===== config.mk =====
export PLATFORM = sky130hd
export DESIGN_NAME = mc_ctl_flat
export DESIGN_NICKNAME = d
export VERILOG_FILES = /design/src/rtl/mc_pkg.sv /design/src/rtl/mc_ctl_if.sv /design/src/rtl/alu_dec.sv /design/src/rtl/mc_ctl.sv /design/src/flat_wrapper.sv
export SDC_FILE = /design/constraint.sdc
export NUM_CORES = 1
export LEC_CHECK = 0
export BUFFER_PORTS_ARGS = -buffer_cell sky130_fd_sc_hd__buf_2
export CAP_MARGIN = 20
export CORE_ASPECT_RATIO = 0.9
export CORE_MARGIN = 2
export CORE_UTILIZATION = 59
export CTS_CLUSTER_DIAMETER = 50
export DETAILED_ROUTE_END_ITERATION = 10
export PLACE_DENSITY = 0.84
export REMOVE_ABC_BUFFERS = 1
export SLEW_MARGIN = 30
export SYNTH_ARGS = -nofsm -noshare
export SYNTH_HDL_FRONTEND = slang
export SYNTH_SLANG_ARGS = --single-unit

===== constraint.sdc =====
create_clock -name clk -period 3.5 [get_ports clk]
set_clock_uncertainty 0.2 [all_clocks]
set_input_delay 0.7 -clock clk [delete_from_list [all_inputs] [get_ports clk]]
set_output_delay 0.7 -clock clk [all_outputs]
set_load 0.03 [all_outputs]

===== src/rtl/mc_pkg.sv =====
// Shared types and encodings for the multi-cycle MIPS-subset control sequencer.
package mc_pkg;

    typedef enum logic [3:0] {
        S_FETCH,
        S_DECODE,
        S_EXEC_R,
        S_EXEC_I,
        S_MEM_ADDR,
        S_MEM_RD,
        S_MEM_WR,
        S_WB_R,
        S_WB_I,
        S_WB_MEM
    } state_t;

    localparam logic [5:0] OP_RTYPE = 6'b000000;
    localparam logic [5:0] OP_ADDI  = 6'b001000;
    localparam logic [5:0] OP_ANDI  = 6'b001100;
    localparam logic [5:0] OP_ORI   = 6'b001101;
    localparam logic [5:0] OP_XORI  = 6'b001110;
    localparam logic [5:0] OP_LW    = 6'b100011;
    localparam logic [5:0] OP_SW    = 6'b101011;

    localparam logic [5:0] FN_SLL = 6'b000000;
    localparam logic [5:0] FN_SRL = 6'b000010;
    localparam logic [5:0] FN_SRA = 6'b000011;
    localparam logic [5:0] FN_ADD = 6'b100000;
    localparam logic [5:0] FN_SUB = 6'b100010;
    localparam logic [5:0] FN_AND = 6'b100100;
    localparam logic [5:0] FN_OR  = 6'b100101;
    localparam logic [5:0] FN_XOR = 6'b100110;
    localparam logic [5:0] FN_NOR = 6'b100111;
    localparam logic [5:0] FN_SLT = 6'b101010;

    localparam logic [4:0] ALU_ADD = 5'b00000;
    localparam logic [4:0] ALU_SUB = 5'b00001;
    localparam logic [4:0] ALU_SLT = 5'b00111;
    localparam logic [4:0] ALU_SLL = 5'b01000;
    localparam logic [4:0] ALU_SRL = 5'b01001;
    localparam logic [4:0] ALU_SRA = 5'b01011;
    localparam logic [4:0] ALU_NOR = 5'b10001;
    localparam logic [4:0] ALU_XOR = 5'b10110;
    localparam logic [4:0] ALU_AND = 5'b11000;
    localparam logic [4:0] ALU_OR  = 5'b11110;

    localparam logic [1:0] SRCB_RT   = 2'b00;
    localparam logic [1:0] SRCB_FOUR = 2'b01;
    localparam logic [1:0] SRCB_IMM  = 2'b10;

    typedef struct packed {
        logic       pc_write;
        logic       iord;
        logic       ir_write;
        logic       mem_read;
        logic       mem_write;
        logic       alu_src_a;
        logic [1:0] alu_src_b;
        logic [4:0] alu_op;
        logic       reg_dst;
        logic       mem_to_reg;
        logic       reg_write;
        logic       instr_done;
        logic       illegal;
        logic       mem_err;
    } ctl_t;

endpackage


===== src/rtl/mc_ctl_if.sv =====
// Instruction-field inputs, memory handshake and datapath control outputs of mc_ctl.
interface mc_ctl_if #(parameter int CNT_W = 32);
    logic [5:0]       opCode;
    logic [5:0]       funct;
    logic             mem_ready;
    logic             PCWrite;
    logic             IorD;
    logic             IRWrite;
    logic             MemRead;
    logic             MemWrite;
    logic             ALUSrcA;
    logic [1:0]       ALUSrcB;
    logic [4:0]       ALUOp;
    logic             RegDst;
    logic             MemToReg;
    logic             RegWrite;
    logic             instr_done;
    logic             illegal;
    logic             mem_err;
    logic [CNT_W-1:0] instr_count;

    modport master (
        input  opCode, funct, mem_ready,
        output PCWrite, IorD, IRWrite, MemRead, MemWrite, ALUSrcA, ALUSrcB, ALUOp,
               RegDst, MemToReg, RegWrite, instr_done, illegal, mem_err, instr_count
    );

    modport slave (
        output opCode, funct, mem_ready,
        input  PCWrite, IorD, IRWrite, MemRead, MemWrite, ALUSrcA, ALUSrcB, ALUOp,
               RegDst, MemToReg, RegWrite, instr_done, illegal, mem_err, instr_count
    );
endinterface


===== src/rtl/alu_dec.sv =====
// Combinational op/funct decode to ALU function, legality and shift flag; zero latency.
module alu_dec
    import mc_pkg::*;
(
    input  logic [5:0] op,
    input  logic [5:0] funct,
    output logic [4:0] alu_op,
    output logic       legal,
    output logic       is_shift
);

    always_comb begin
        alu_op   = ALU_ADD;
        legal    = 1'b0;
        is_shift = 1'b0;
        case (op)
            OP_RTYPE: begin
                legal = 1'b1;
                case (funct)
                    FN_ADD: alu_op = ALU_ADD;
                    FN_SUB: alu_op = ALU_SUB;
                    FN_AND: alu_op = ALU_AND;
                    FN_OR:  alu_op = ALU_OR;
                    FN_XOR: alu_op = ALU_XOR;
                    FN_NOR: alu_op = ALU_NOR;
                    FN_SLT: alu_op = ALU_SLT;
                    FN_SLL: begin alu_op = ALU_SLL; is_shift = 1'b1; end
                    FN_SRL: begin alu_op = ALU_SRL; is_shift = 1'b1; end
                    FN_SRA: begin alu_op = ALU_SRA; is_shift = 1'b1; end
                    default: legal = 1'b0;
                endcase
            end
            OP_ADDI: begin legal = 1'b1; alu_op = ALU_ADD; end
            OP_ANDI: begin legal = 1'b1; alu_op = ALU_AND; end
            OP_ORI:  begin legal = 1'b1; alu_op = ALU_OR;  end
            OP_XORI: begin legal = 1'b1; alu_op = ALU_XOR; end
            OP_LW, OP_SW: begin legal = 1'b1; alu_op = ALU_ADD; end
            default: ;
        endcase
    end

endmodule


===== src/rtl/mc_ctl.sv =====
// Multi-cycle FETCH/DECODE/EXEC/MEM/WB sequencer; R/I/sw 4 cycles, lw 5, illegal 2.
// Stalls in FETCH/MEM_RD/MEM_WR until mem_ready, aborting to FETCH after TIMEOUT wait cycles.
module mc_ctl
    import mc_pkg::*;
#(
    parameter int CNT_W   = 32,
    parameter int TIMEOUT = 255
) (
    input  logic     clk,
    input  logic     reset_n,
    mc_ctl_if.master bus
);

    localparam int WAIT_W = (TIMEOUT < 2) ? 1 : $clog2(TIMEOUT + 1);
    localparam logic [WAIT_W-1:0] WAIT_LAST = WAIT_W'(TIMEOUT - 1);

    state_t            state, state_nx;
    logic [5:0]        op_q, fn_q;
    logic [WAIT_W-1:0] wait_cnt;
    logic [CNT_W-1:0]  cnt;
    ctl_t              ctl, ctl_o;
    logic [5:0]        dec_op, dec_fn;
    logic [4:0]        dec_alu_op;
    logic              dec_legal, dec_shift;
    logic              waiting, timeout_hit;

    // The IR fields are only trusted live in DECODE; later phases use the latched copy.
    assign dec_op = (state == S_DECODE) ? bus.opCode : op_q;
    assign dec_fn = (state == S_DECODE) ? bus.funct  : fn_q;

    alu_dec u_alu_dec (
        .op       (dec_op),
        .funct    (dec_fn),
        .alu_op   (dec_alu_op),
        .legal    (dec_legal),
        .is_shift (dec_shift)
    );

    assign waiting = ((state == S_FETCH) || (state == S_MEM_RD) || (state == S_MEM_WR))
                     && !bus.mem_ready;
    assign timeout_hit = (TIMEOUT != 0) && waiting && (wait_cnt == WAIT_LAST);

    always_ff @(posedge clk) begin
        if (!reset_n) begin
            state    <= S_FETCH;
            op_q     <= '0;
            fn_q     <= '0;
            wait_cnt <= '0;
            cnt      <= '0;
        end else begin
            state    <= state_nx;
            wait_cnt <= (waiting && !timeout_hit) ? wait_cnt + WAIT_W'(1) : '0;
            if (state == S_DECODE) begin
                op_q <= bus.opCode;
                fn_q <= bus.funct;
            end
            if (ctl.instr_done) begin
                cnt <= cnt + CNT_W'(1);
            end
        end
    end

    always_comb begin
        state_nx = state;
        ctl      = '0;
        case (state)
            S_FETCH: begin
                ctl.mem_read  = 1'b1;
                ctl.alu_src_b = SRCB_FOUR;
                ctl.alu_op    = ALU_ADD;
                if (bus.mem_ready) begin
                    ctl.pc_write = 1'b1;
                    ctl.ir_write = 1'b1;
                    state_nx     = S_DECODE;
                end else if (timeout_hit) begin
                    ctl.mem_err = 1'b1;
                end
            end
            S_DECODE: begin
                if (!dec_legal) begin
                    ctl.illegal = 1'b1;
                    state_nx    = S_FETCH;
                end else if (bus.opCode == OP_RTYPE) begin
                    state_nx = S_EXEC_R;
                end else if ((bus.opCode == OP_LW) || (bus.opCode == OP_SW)) begin
                    state_nx = S_MEM_ADDR;
                end else begin
                    state_nx = S_EXEC_I;
                end
            end
            S_EXEC_R: begin
                ctl.alu_src_a = 1'b1;
                ctl.alu_src_b = dec_shift ? SRCB_IMM : SRCB_RT;
                ctl.alu_op    = dec_alu_op;
                state_nx      = S_WB_R;
            end
            S_EXEC_I: begin
                ctl.alu_src_a = 1'b1;
                ctl.alu_src_b = SRCB_IMM;
                ctl.alu_op    = dec_alu_op;
                state_nx      = S_WB_I;
            end
            S_MEM_ADDR: begin
                ctl.alu_src_a = 1'b1;
                ctl.alu_src_b = SRCB_IMM;
                ctl.alu_op    = ALU_ADD;
                state_nx      = (op_q == OP_LW) ? S_MEM_RD : S_MEM_WR;
            end
            S_MEM_RD: begin
                ctl.mem_read = 1'b1;
                ctl.iord     = 1'b1;
                if (bus.mem_ready) begin
                    state_nx = S_WB_MEM;
                end else if (timeout_hit) begin
                    ctl.mem_err = 1'b1;
                    state_nx    = S_FETCH;
                end
            end
            S_MEM_WR: begin
                ctl.mem_write = 1'b1;
                ctl.iord      = 1'b1;
                if (bus.mem_ready) begin
                    ctl.instr_done = 1'b1;
                    state_nx       = S_FETCH;
                end else if (timeout_hit) begin
                    ctl.mem_err = 1'b1;
                    state_nx    = S_FETCH;
                end
            end
            S_WB_R: begin
                ctl.reg_write  = 1'b1;
                ctl.instr_done = 1'b1;
                state_nx       = S_FETCH;
            end
            S_WB_I: begin
                ctl.reg_write  = 1'b1;
                ctl.reg_dst    = 1'b1;
                ctl.instr_done = 1'b1;
                state_nx       = S_FETCH;
            end
            S_WB_MEM: begin
                ctl.reg_write  = 1'b1;
                ctl.reg_dst    = 1'b1;
                ctl.mem_to_reg = 1'b1;
                ctl.instr_done = 1'b1;
                state_nx       = S_FETCH;
            end
            default: state_nx = S_FETCH;
        endcase
    end

    // While reset is held every output reads zero, including the counter.
    assign ctl_o = reset_n ? ctl : '0;

    assign bus.PCWrite     = ctl_o.pc_write;
    assign bus.IorD        = ctl_o.iord;
    assign bus.IRWrite     = ctl_o.ir_write;
    assign bus.MemRead     = ctl_o.mem_read;
    assign bus.MemWrite    = ctl_o.mem_write;
    assign bus.ALUSrcA     = ctl_o.alu_src_a;
    assign bus.ALUSrcB     = ctl_o.alu_src_b;
    assign bus.ALUOp       = ctl_o.alu_op;
    assign bus.RegDst      = ctl_o.reg_dst;
    assign bus.MemToReg    = ctl_o.mem_to_reg;
    assign bus.RegWrite    = ctl_o.reg_write;
    assign bus.instr_done  = ctl_o.instr_done;
    assign bus.illegal     = ctl_o.illegal;
    assign bus.mem_err     = ctl_o.mem_err;
    assign bus.instr_count = reset_n ? cnt : '0;

endmodule


===== src/flat_wrapper.sv =====
// flat-port wrapper written by rule: the top's interface ports become plain ports
module mc_ctl_flat import mc_pkg::*;
#(
    parameter int CNT_W   = 32,
    parameter int TIMEOUT = 255
)
  (clk, reset_n, bus_opCode, bus_funct, bus_mem_ready, bus_PCWrite, bus_IorD, bus_IRWrite, bus_MemRead, bus_MemWrite, bus_ALUSrcA, bus_ALUSrcB, bus_ALUOp, bus_RegDst, bus_MemToReg, bus_RegWrite, bus_instr_done, bus_illegal, bus_mem_err, bus_instr_count);
  mc_ctl_if #(.CNT_W(CNT_W)) bus_i ();
  input  logic clk;
  input  logic reset_n;
  input wire logic [$bits(bus_i.opCode)-1:0] bus_opCode;
  input wire logic [$bits(bus_i.funct)-1:0] bus_funct;
  input wire logic [$bits(bus_i.mem_ready)-1:0] bus_mem_ready;
  output wire logic [$bits(bus_i.PCWrite)-1:0] bus_PCWrite;
  output wire logic [$bits(bus_i.IorD)-1:0] bus_IorD;
  output wire logic [$bits(bus_i.IRWrite)-1:0] bus_IRWrite;
  output wire logic [$bits(bus_i.MemRead)-1:0] bus_MemRead;
  output wire logic [$bits(bus_i.MemWrite)-1:0] bus_MemWrite;
  output wire logic [$bits(bus_i.ALUSrcA)-1:0] bus_ALUSrcA;
  output wire logic [$bits(bus_i.ALUSrcB)-1:0] bus_ALUSrcB;
  output wire logic [$bits(bus_i.ALUOp)-1:0] bus_ALUOp;
  output wire logic [$bits(bus_i.RegDst)-1:0] bus_RegDst;
  output wire logic [$bits(bus_i.MemToReg)-1:0] bus_MemToReg;
  output wire logic [$bits(bus_i.RegWrite)-1:0] bus_RegWrite;
  output wire logic [$bits(bus_i.instr_done)-1:0] bus_instr_done;
  output wire logic [$bits(bus_i.illegal)-1:0] bus_illegal;
  output wire logic [$bits(bus_i.mem_err)-1:0] bus_mem_err;
  output wire logic [$bits(bus_i.instr_count)-1:0] bus_instr_count;
  assign bus_i.opCode = bus_opCode;
  assign bus_i.funct = bus_funct;
  assign bus_i.mem_ready = bus_mem_ready;
  assign bus_PCWrite = bus_i.PCWrite;
  assign bus_IorD = bus_i.IorD;
  assign bus_IRWrite = bus_i.IRWrite;
  assign bus_MemRead = bus_i.MemRead;
  assign bus_MemWrite = bus_i.MemWrite;
  assign bus_ALUSrcA = bus_i.ALUSrcA;
  assign bus_ALUSrcB = bus_i.ALUSrcB;
  assign bus_ALUOp = bus_i.ALUOp;
  assign bus_RegDst = bus_i.RegDst;
  assign bus_MemToReg = bus_i.MemToReg;
  assign bus_RegWrite = bus_i.RegWrite;
  assign bus_instr_done = bus_i.instr_done;
  assign bus_illegal = bus_i.illegal;
  assign bus_mem_err = bus_i.mem_err;
  assign bus_instr_count = bus_i.instr_count;
  mc_ctl #(.CNT_W(CNT_W), .TIMEOUT(TIMEOUT)) u_core (.clk(clk), .reset_n(reset_n), .bus(bus_i));
endmodule

==> results of run 1 <==
[where the power goes]
| group | switching [W] | internal [W] |
|---|---|---|
| Sequential | 0.000103 | 0.000698 |
| Combinational | 0.000510 | 0.000313 |
| Clock | 0.000229 | 0.000147 |
| Total | 0.000842 | 0.00116 |
[cells by family (layout without fill, tap and decap cells)]
kind of cell               count (synthesis)  count (layout)
and+or+nand+nor                          248             248
AOI/OAI and AO/OA                         60              60
DFF                                       56              56
buffers and inverters                     33              91
xor gates and xnor gates                  24              24
muxes                                     17              17
adders and majority gates                  3               3
[timing repair]
item | in CTS | in global routing
setup buffers | 0 | 1
gates resized for setup | 0 | 6
setup endpoints to repair | 0 | 3
[placed cells by master (no fill, tap or decap), drive strengths merged, types with 2 or more instances in the layout]
master    n
nor4b     4
mux2     13
nor2b     7
o21a      2
a21oi    18
clkbuf    5
xor2     18
a2111oi   4
a31oi     6
nor2     68
a211oi    4
clkinv    2
nand2b    7
inv       9
nand3b    3
dfxtp    56
nor4      6
o31ai     5
mux2i     4
and4      2
xnor2     6
nor3     13
or3       4
and3      7
nand4    17
nand3    24
o21ai    12
ha        3
buf      75
and2     33
or3b      2
nand2    46
[registers in the layout (all words and copies together), names as in the netlist]
register,flops
u_core.op_q,6
u_core.fn_q,6
u_core.wait_cnt,8
u_core.state,4
u_core.cnt,32
[metrics by stage]
step                      worst slack (ns)  area [sq um]  std cells  hold WS [ns]  setup TNS (ns)
after floorplan                     -0.221          3310        416         0.230          -0.263
after global placement               0.400          3790        560         0.247               0
after detailed placement             0.415          3790        560         0.249               0
after CTS                           0.0381          3880        568         0.275               0
after global routing                0.0600          3910        569         0.323               0
final                                0.159          3910        569         0.270               0
[per-layer routing]
metal  track usage  part of all wire  vias to the layer above
li1              -                 -                     1661
met4        0.0730             0.014                        0
met5             0                 0                        -
met1         0.360              0.48                     1551
met3        0.0401             0.056                       13
met2         0.402              0.45                      117
[final timing paths]
kind | depth (start not counted) | slack, ns | endpoint
worst min register to register | 1 | 0.27 | u_core.wait_cnt[0]$_SDFF_PN0_
worst max register to register | 6 | 1.04 | u_core.cnt[22]$_SDFFE_PN0P_
worst min-delay path | 1 | 0.27 | u_core.wait_cnt[0]$_SDFF_PN0_
worst max-delay path | 6 | 0.16 | bus_ALUOp[1]
[cells in the mapped netlist (2+ instances only)]
cell / instances
sky130_fd_sc_hd__nor2b_1: 7
sky130_fd_sc_hd__or3_1: 4
sky130_fd_sc_hd__buf_6: 3
sky130_fd_sc_hd__buf_1: 4
sky130_fd_sc_hd__inv_1: 7
sky130_fd_sc_hd__nand3_1: 23
sky130_fd_sc_hd__dfxtp_1: 56
sky130_fd_sc_hd__a31oi_1: 6
sky130_fd_sc_hd__nor3_1: 11
sky130_fd_sc_hd__and3_1: 7
sky130_fd_sc_hd__nand3b_1: 3
sky130_fd_sc_hd__xor2_1: 18
sky130_fd_sc_hd__nor4b_1: 3
sky130_fd_sc_hd__nor2_1: 68
sky130_fd_sc_hd__nand4_1: 16
sky130_fd_sc_hd__and4_1: 2
sky130_fd_sc_hd__buf_2: 3
sky130_fd_sc_hd__clkbuf_1: 12
sky130_fd_sc_hd__o21ai_0: 12
sky130_fd_sc_hd__xnor2_1: 6
sky130_fd_sc_hd__mux2_2: 13
sky130_fd_sc_hd__o31ai_1: 4
sky130_fd_sc_hd__a211oi_1: 4
sky130_fd_sc_hd__o21a_1: 2
sky130_fd_sc_hd__nor4_1: 6
sky130_fd_sc_hd__nand2_1: 45
sky130_fd_sc_hd__ha_1: 3
sky130_fd_sc_hd__mux2i_1: 4
sky130_fd_sc_hd__buf_4: 3
sky130_fd_sc_hd__nand2b_1: 7
sky130_fd_sc_hd__a21oi_1: 18
sky130_fd_sc_hd__and2_1: 33
sky130_fd_sc_hd__a2111oi_0: 3
[cell type report]
| class | instances | share of cell area |
|---|---|---|
| multi-input cells | 352 | 0.555 |
| inverters | 8 | 0.00769 |
| repair buffers | 75 | 0.102 |
| well taps | 70 | 0.0224 |
| clock inverters | 3 | 0.00673 |
| clock buffers | 5 | 0.0176 |
| flip-flops and latches | 56 | 0.288 |
[critical path, cell delays in order (launching register included)]
cell and delay, ns:
sky130_fd_sc_hd__dfxtp_2 0.41, sky130_fd_sc_hd__or4b_1 0.56, sky130_fd_sc_hd__buf_4 0.23, sky130_fd_sc_hd__a2111oi_4 0.30, sky130_fd_sc_hd__a31oi_1 0.10, sky130_fd_sc_hd__o311ai_2 0.27
sky130_fd_sc_hd__buf_2 0.23
==> impl_metrics.toml, run 1 <==
[outcome]
run_status = "finished, final reports clean"

[global_route]
grt_max_degree = 40
wire_length_of_the_first_global_routing_pass_microns = 13800
globalRoute.totalOverflow = 0
antenna_found_initial = 0
track_usage = 0.254
vias_in_the_first_global_route = 3073

[sta]
finalCriticalPeriod_ns = 3.34
report.final.setup_viol = 0
clock.fmax_ghz = 0.299
worst-slew-pin-transition_ns = 0.501
relSlewSlack = 0.662
slew_viol_final = 0
finalHoldViolations = 0
setup_repair_after_global_routing_missed_its_margin = "false"
min_period_over_period = 0.955

[clock_tree]
cts_root_buf = "sky130_fd_sc_hd__clkbuf_8"
clk_transition_reported_paths_ns = 0.11
cts_hold_buf = 0
cts_buffer_depth = 2
cts.sink_count = 56
insertion_delay_ns = 0.32
tritoncts = "built"
cts.htree.levels = 2
cts_made_buffers = 5

[logic_synthesis]
number_of_flops_mapped_to_enable_cells_by_yosys = 0
synth_top_area_cell = "sky130_fd_sc_hd__dfxtp_1"
yosys.area_share.adder = 0.0109
synth_cell_types = 58
synth_simple_gate_area_share = 0.381
synth_compound_area_frac = 0.119
netlist_instances = 441
postSynthAreaPerCell_sq_um = 7.79
post_synth_design_cell_area_sq_um = 3440
synth.area.mux_share = 0.0542
ranking_of_synthesized_cells_by_area = "sky130_fd_sc_hd__dfxtp_1 33%, sky130_fd_sc_hd__nor2_1 7.4%, sky130_fd_sc_hd__and2_1 6.0%, sky130_fd_sc_hd__nand2_1 4.9%, sky130_fd_sc_hd__xor2_1 4.6%"
synth-xor-area-share = 0.0612
share_of_synthesized_area_occupied_by_flip_flops_and_latches = 0.326
yosys_most_used_dff = "sky130_fd_sc_hd__dfxtp_1"
yosys_register_bits = 56
yosys.area.top_type_share = 0.326
yosysWarnings = 0
synth-async-reset-ratio = 0
combinational_family_with_the_most_area_after_synthesis = "simple AND/OR/NAND/NOR gates"

[floorplan]
dieWidth_microns = 84.5
floorplan.io_pins = 66
placementRows = 26
initial_core_util = 0.607
die_h_microns = 76.4
total_die_area_sq_um = 6450
fp.coreArea_sq_um = 5660

[final_layout]
insertedDiodeCount = 0
filler_cell_count = 488
area_delta_synth_final_pct = 13.7
multiInputGateArea_sq_um = 2170
final_layout_size_suffix_gt1_frac = 0.226
seq_area_sq_um = 1120
finish.net_count = 516
final_core_utilization = 0.690

[worst_setup_path]
setup.worst_path.start = "u_core.state[3]$_SDFFE_PN0P_"
setup.worst_path.start_class = "flop"
critPathRequiredTime_ns = 2.60
worst-endpoint-arrival_ns = 2.44
endpoint_kind = "output port"
critPathMaxFanout = 20
reg2reg_from = "u_core.state[3]$_SDFFE_PN0P_"
worstSetupPathType = "reg2out"

[power]
cellLeakagePower_nw = 1.62
max-vdd-ir-drop_v = 0.000427
power_density_nw_per_um2 = 512
finalPower_w = 0.00200

[route]
via_per_inst = 5.87
detail-route-antenna-nets = 0
first_iter_violations = 195
post_detailed_routing_wire_length_microns = 8120
drc_errors = 0
post_drt_wl_per_cell_microns = 14.3
num_vias = 3342
drt_pass1_iterations = 4

[place]
dp_hpwl_microns = 5850
globalplace.congestion = 0.891
buffer_ports.inserted = 65

[run]
cap_viol_max_count = 0

[worst_hold_path]
hold_path_class = "reg2reg"
hold_path.startpoint = "u_core.wait_cnt[0]$_SDFF_PN0_"
Power figures use the tool's default switching activity.
==> run 2, diff against run 1 <==
ABC_AREA = 1   (was not set)
==> impl_metrics.toml, run 2 <==
[outcome]
run_status = "complete, but fails checks"
failed_checks = "design-rule violations"

[floorplan]
initial_core_util = 0.616
floorplan.io_pins = 66
die_h_microns = 77.6
placementRows = 26
fp.coreArea_sq_um = 5760
total_die_area_sq_um = 6650
dieWidth_microns = 85.8

[global_route]
grt_max_degree = 23
globalRoute.totalOverflow = 0
vias_in_the_first_global_route = 3248
track_usage = 0.251
wire_length_of_the_first_global_routing_pass_microns = 14000
antenna_found_initial = 0

[logic_synthesis]
yosys.area_share.adder = 0.0106
netlist_instances = 560
postSynthAreaPerCell_sq_um = 6.34
synthTopCellsByCount = "128 x sky130_fd_sc_hd__nand2_1, 86 x sky130_fd_sc_hd__inv_1, 83 x sky130_fd_sc_hd__nor2_1"
yosys_most_used_dff = "sky130_fd_sc_hd__dfxtp_1"
yosysWarnings = 0
synth-async-reset-ratio = 0
synth_simple_gate_area_share = 0.407
number_of_flops_mapped_to_enable_cells_by_yosys = 0
synth-xor-area-share = 0.0296
share_of_synthesized_area_occupied_by_flip_flops_and_latches = 0.316
yosys.area.top_type_share = 0.316
combinational_family_with_the_most_area_after_synthesis = "simple AND/OR/NAND/NOR gates"
synth_compound_area_frac = 0.108
synth_top_area_cell = "sky130_fd_sc_hd__dfxtp_1"
count_leader_synth = "sky130_fd_sc_hd__nand2_1"
synth.area.mux_share = 0
post_synth_design_cell_area_sq_um = 3550
ranking_of_synthesized_cells_by_area = "sky130_fd_sc_hd__dfxtp_1 32%, sky130_fd_sc_hd__nand2_1 14%, sky130_fd_sc_hd__inv_1 9.1%, sky130_fd_sc_hd__nor2_1 8.8%, sky130_fd_sc_hd__a21oi_1 3.9%"
synth_cell_types = 43
yosys_register_bits = 56

[power]
cellLeakagePower_nw = 1.99
intPower_w = 0.00127
power.share.switching = 0.464
max-vdd-ir-drop_v = 0.000242
clock_power_share = 0.178
power_density_nw_per_um2 = 590
flop_pwr_share = 0.332
comb_power_share = 0.490
power.net_switching_w = 0.00110

[sta]
slew_viol_final = 0
setup_tns_ns = 0
report.final.setup_viol = 0
clock.fmax_ghz = 0.307
finalHoldViolations = 0
min_period_over_period = 0.932
relSlewSlack = 0.657
worst-slew-pin-transition_ns = 0.514
setup_repair_after_global_routing_missed_its_margin = "false"
finalCriticalPeriod_ns = 3.26
postLayoutSetupSlackWorst_ns = 0.238

[place]
detailedPlace.worstSlack_ns = 0.563
dp_hpwl_microns = 6160
postPlaceCellArea_sq_um = 3910
buffer_ports.inserted = 65
place_inst = 684
globalplace.congestion = 0.952

[clock_tree]
insertion_delay_ns = 0.31
cts_root_buf = "sky130_fd_sc_hd__clkbuf_8"
cts_buffer_depth = 2
cts.htree.levels = 2
clk_transition_reported_paths_ns = 0.10
cts_hold_buf = 0
cts_made_buffers = 5
tritoncts = "built"
cts.sink_count = 56

[route]
drc_errors = 5
detail-route-antenna-nets = 0
via_per_inst = 5.26
num_vias = 3643
drt_pass1_iterations = 11
first_iter_violations = 230
post_detailed_routing_wire_length_microns = 8040
post_drt_wl_per_cell_microns = 11.6

[worst_hold_path]
hold_path_class = "reg2reg"

[final_layout]
design_area_sq_um = 4020
finish.net_count = 639
largest_register_ff_count = 32
most_common_library_cell_in_the_layout_ignoring_fill_and_taps = "sky130_fd_sc_hd__nand2_1"
layout.cells.most_common_list = "128 x sky130_fd_sc_hd__nand2_1, 86 x sky130_fd_sc_hd__inv_1, 83 x sky130_fd_sc_hd__nor2_1, 65 x sky130_fd_sc_hd__buf_2, 54 x sky130_fd_sc_hd__dfxtp_1"
finish.cell_count_without_fillers = 692
max_flop_register = "u_core.cnt"
largest_registers = "u_core.cnt: 32 flops, u_core.wait_cnt: 8 flops"
filler_cell_count = 507
final_layout_size_suffix_gt1_frac = 0.196
insertedDiodeCount = 0
area_delta_synth_final_pct = 13.1

[worst_setup_path]
critPathMaxFanout = 20
worst-endpoint-arrival_ns = 2.36
critPathRequiredTime_ns = 2.60
worstSetupPathType = "reg2out"
endpoint_kind = "output port"
setup.worst_path.start_class = "flop"

[run]
cap_viol_max_count = 0
[run 2: cell families after synthesis]
family | after synthesis
flops | 56
xor+xnor | 12
buf+inv | 110
fa+ha+maj | 3
simple gates | 314
compound gates | 65
[run 2: timing repair]
item / 4_1_cts / 5_1_grt
buffers inserted: 0 / 0
setup endpoints to repair: 0 / 3
gates resized for setup: 0 / 2
[run 2: cell type report]
class | count | area (sq um) | area share
Clock buffer | 6 | 72.6 | 0.0181
Clock inverter | 2 | 35.0 | 0.00873
Inverter | 93 | 353 | 0.0879
Multi-Input combinational cell | 394 | 1970 | 0.491
Sequential cell | 56 | 1120 | 0.280
Tap cell | 70 | 87.6 | 0.0218
Timing Repair Buffer | 71 | 370 | 0.0922
[run 2: per-stage QoR]
| step | utilization | power, W | hold WS (ns) |
|---|---|---|---|
| after floorplan | - | 0.00168 | 0.230 |
| after global placement | 0.678 | 0.00189 | 0.243 |
| after detailed placement | 0.678 | 0.00192 | 0.274 |
| after CTS | 0.697 | 0.00234 | 0.293 |
| final | 0.697 | 0.00237 | 0.288 |
| after global routing | 0.697 | 0.00255 | 0.321 |
[run 2: path summary, 6_finish.rpt]
check        cells past startpoint                           from  slack, ns                            end
max                             11   u_core.state[2]$_SDFFE_PN0P_       0.24                    bus_illegal
min                              1  u_core.wait_cnt[0]$_SDFF_PN0_       0.29  u_core.wait_cnt[0]$_SDFF_PN0_
max reg2reg                     10   u_core.state[2]$_SDFFE_PN0P_       1.22    u_core.cnt[28]$_SDFFE_PN0P_
min reg2reg                      1  u_core.wait_cnt[0]$_SDFF_PN0_       0.29  u_core.wait_cnt[0]$_SDFF_PN0_
[run 2: power groups by stage]
stage	Clock [W]	Combinational, W	Sequential [W]
2_1_floorplan	0	0.000899	0.000782
3_3_place_gp	0	0.00110	0.000792
6_report	0.000421	0.00116	0.000786
3_5_place_dp	0	0.00112	0.000796
4_1_cts	0.000430	0.00113	0.000781
5_1_grt	0.000456	0.00130	0.000799
[run 2: metal layers]
metal,routed length [microns],global-route usage,part of all wire
met2,3730,0.409,0.46
met5,0,0,0
met1,3740,0.342,0.46
met4,84,0.0746,0.010
met3,484,0.0383,0.060
[run 2: critical path, cell delays in order, from the launching register on]
cell and delay [ns]:
sky130_fd_sc_hd__dfxtp_1 0.52, sky130_fd_sc_hd__nor2_4 0.12, sky130_fd_sc_hd__nand2_4 0.24, sky130_fd_sc_hd__nand2_2 0.08, sky130_fd_sc_hd__nand2_1 0.11, sky130_fd_sc_hd__inv_1 0.07
sky130_fd_sc_hd__nor2_1 0.26, sky130_fd_sc_hd__nor2_2 0.09, sky130_fd_sc_hd__a21oi_2 0.12, sky130_fd_sc_hd__nand2_2 0.08, sky130_fd_sc_hd__nor3_1 0.13, sky130_fd_sc_hd__buf_2 0.23
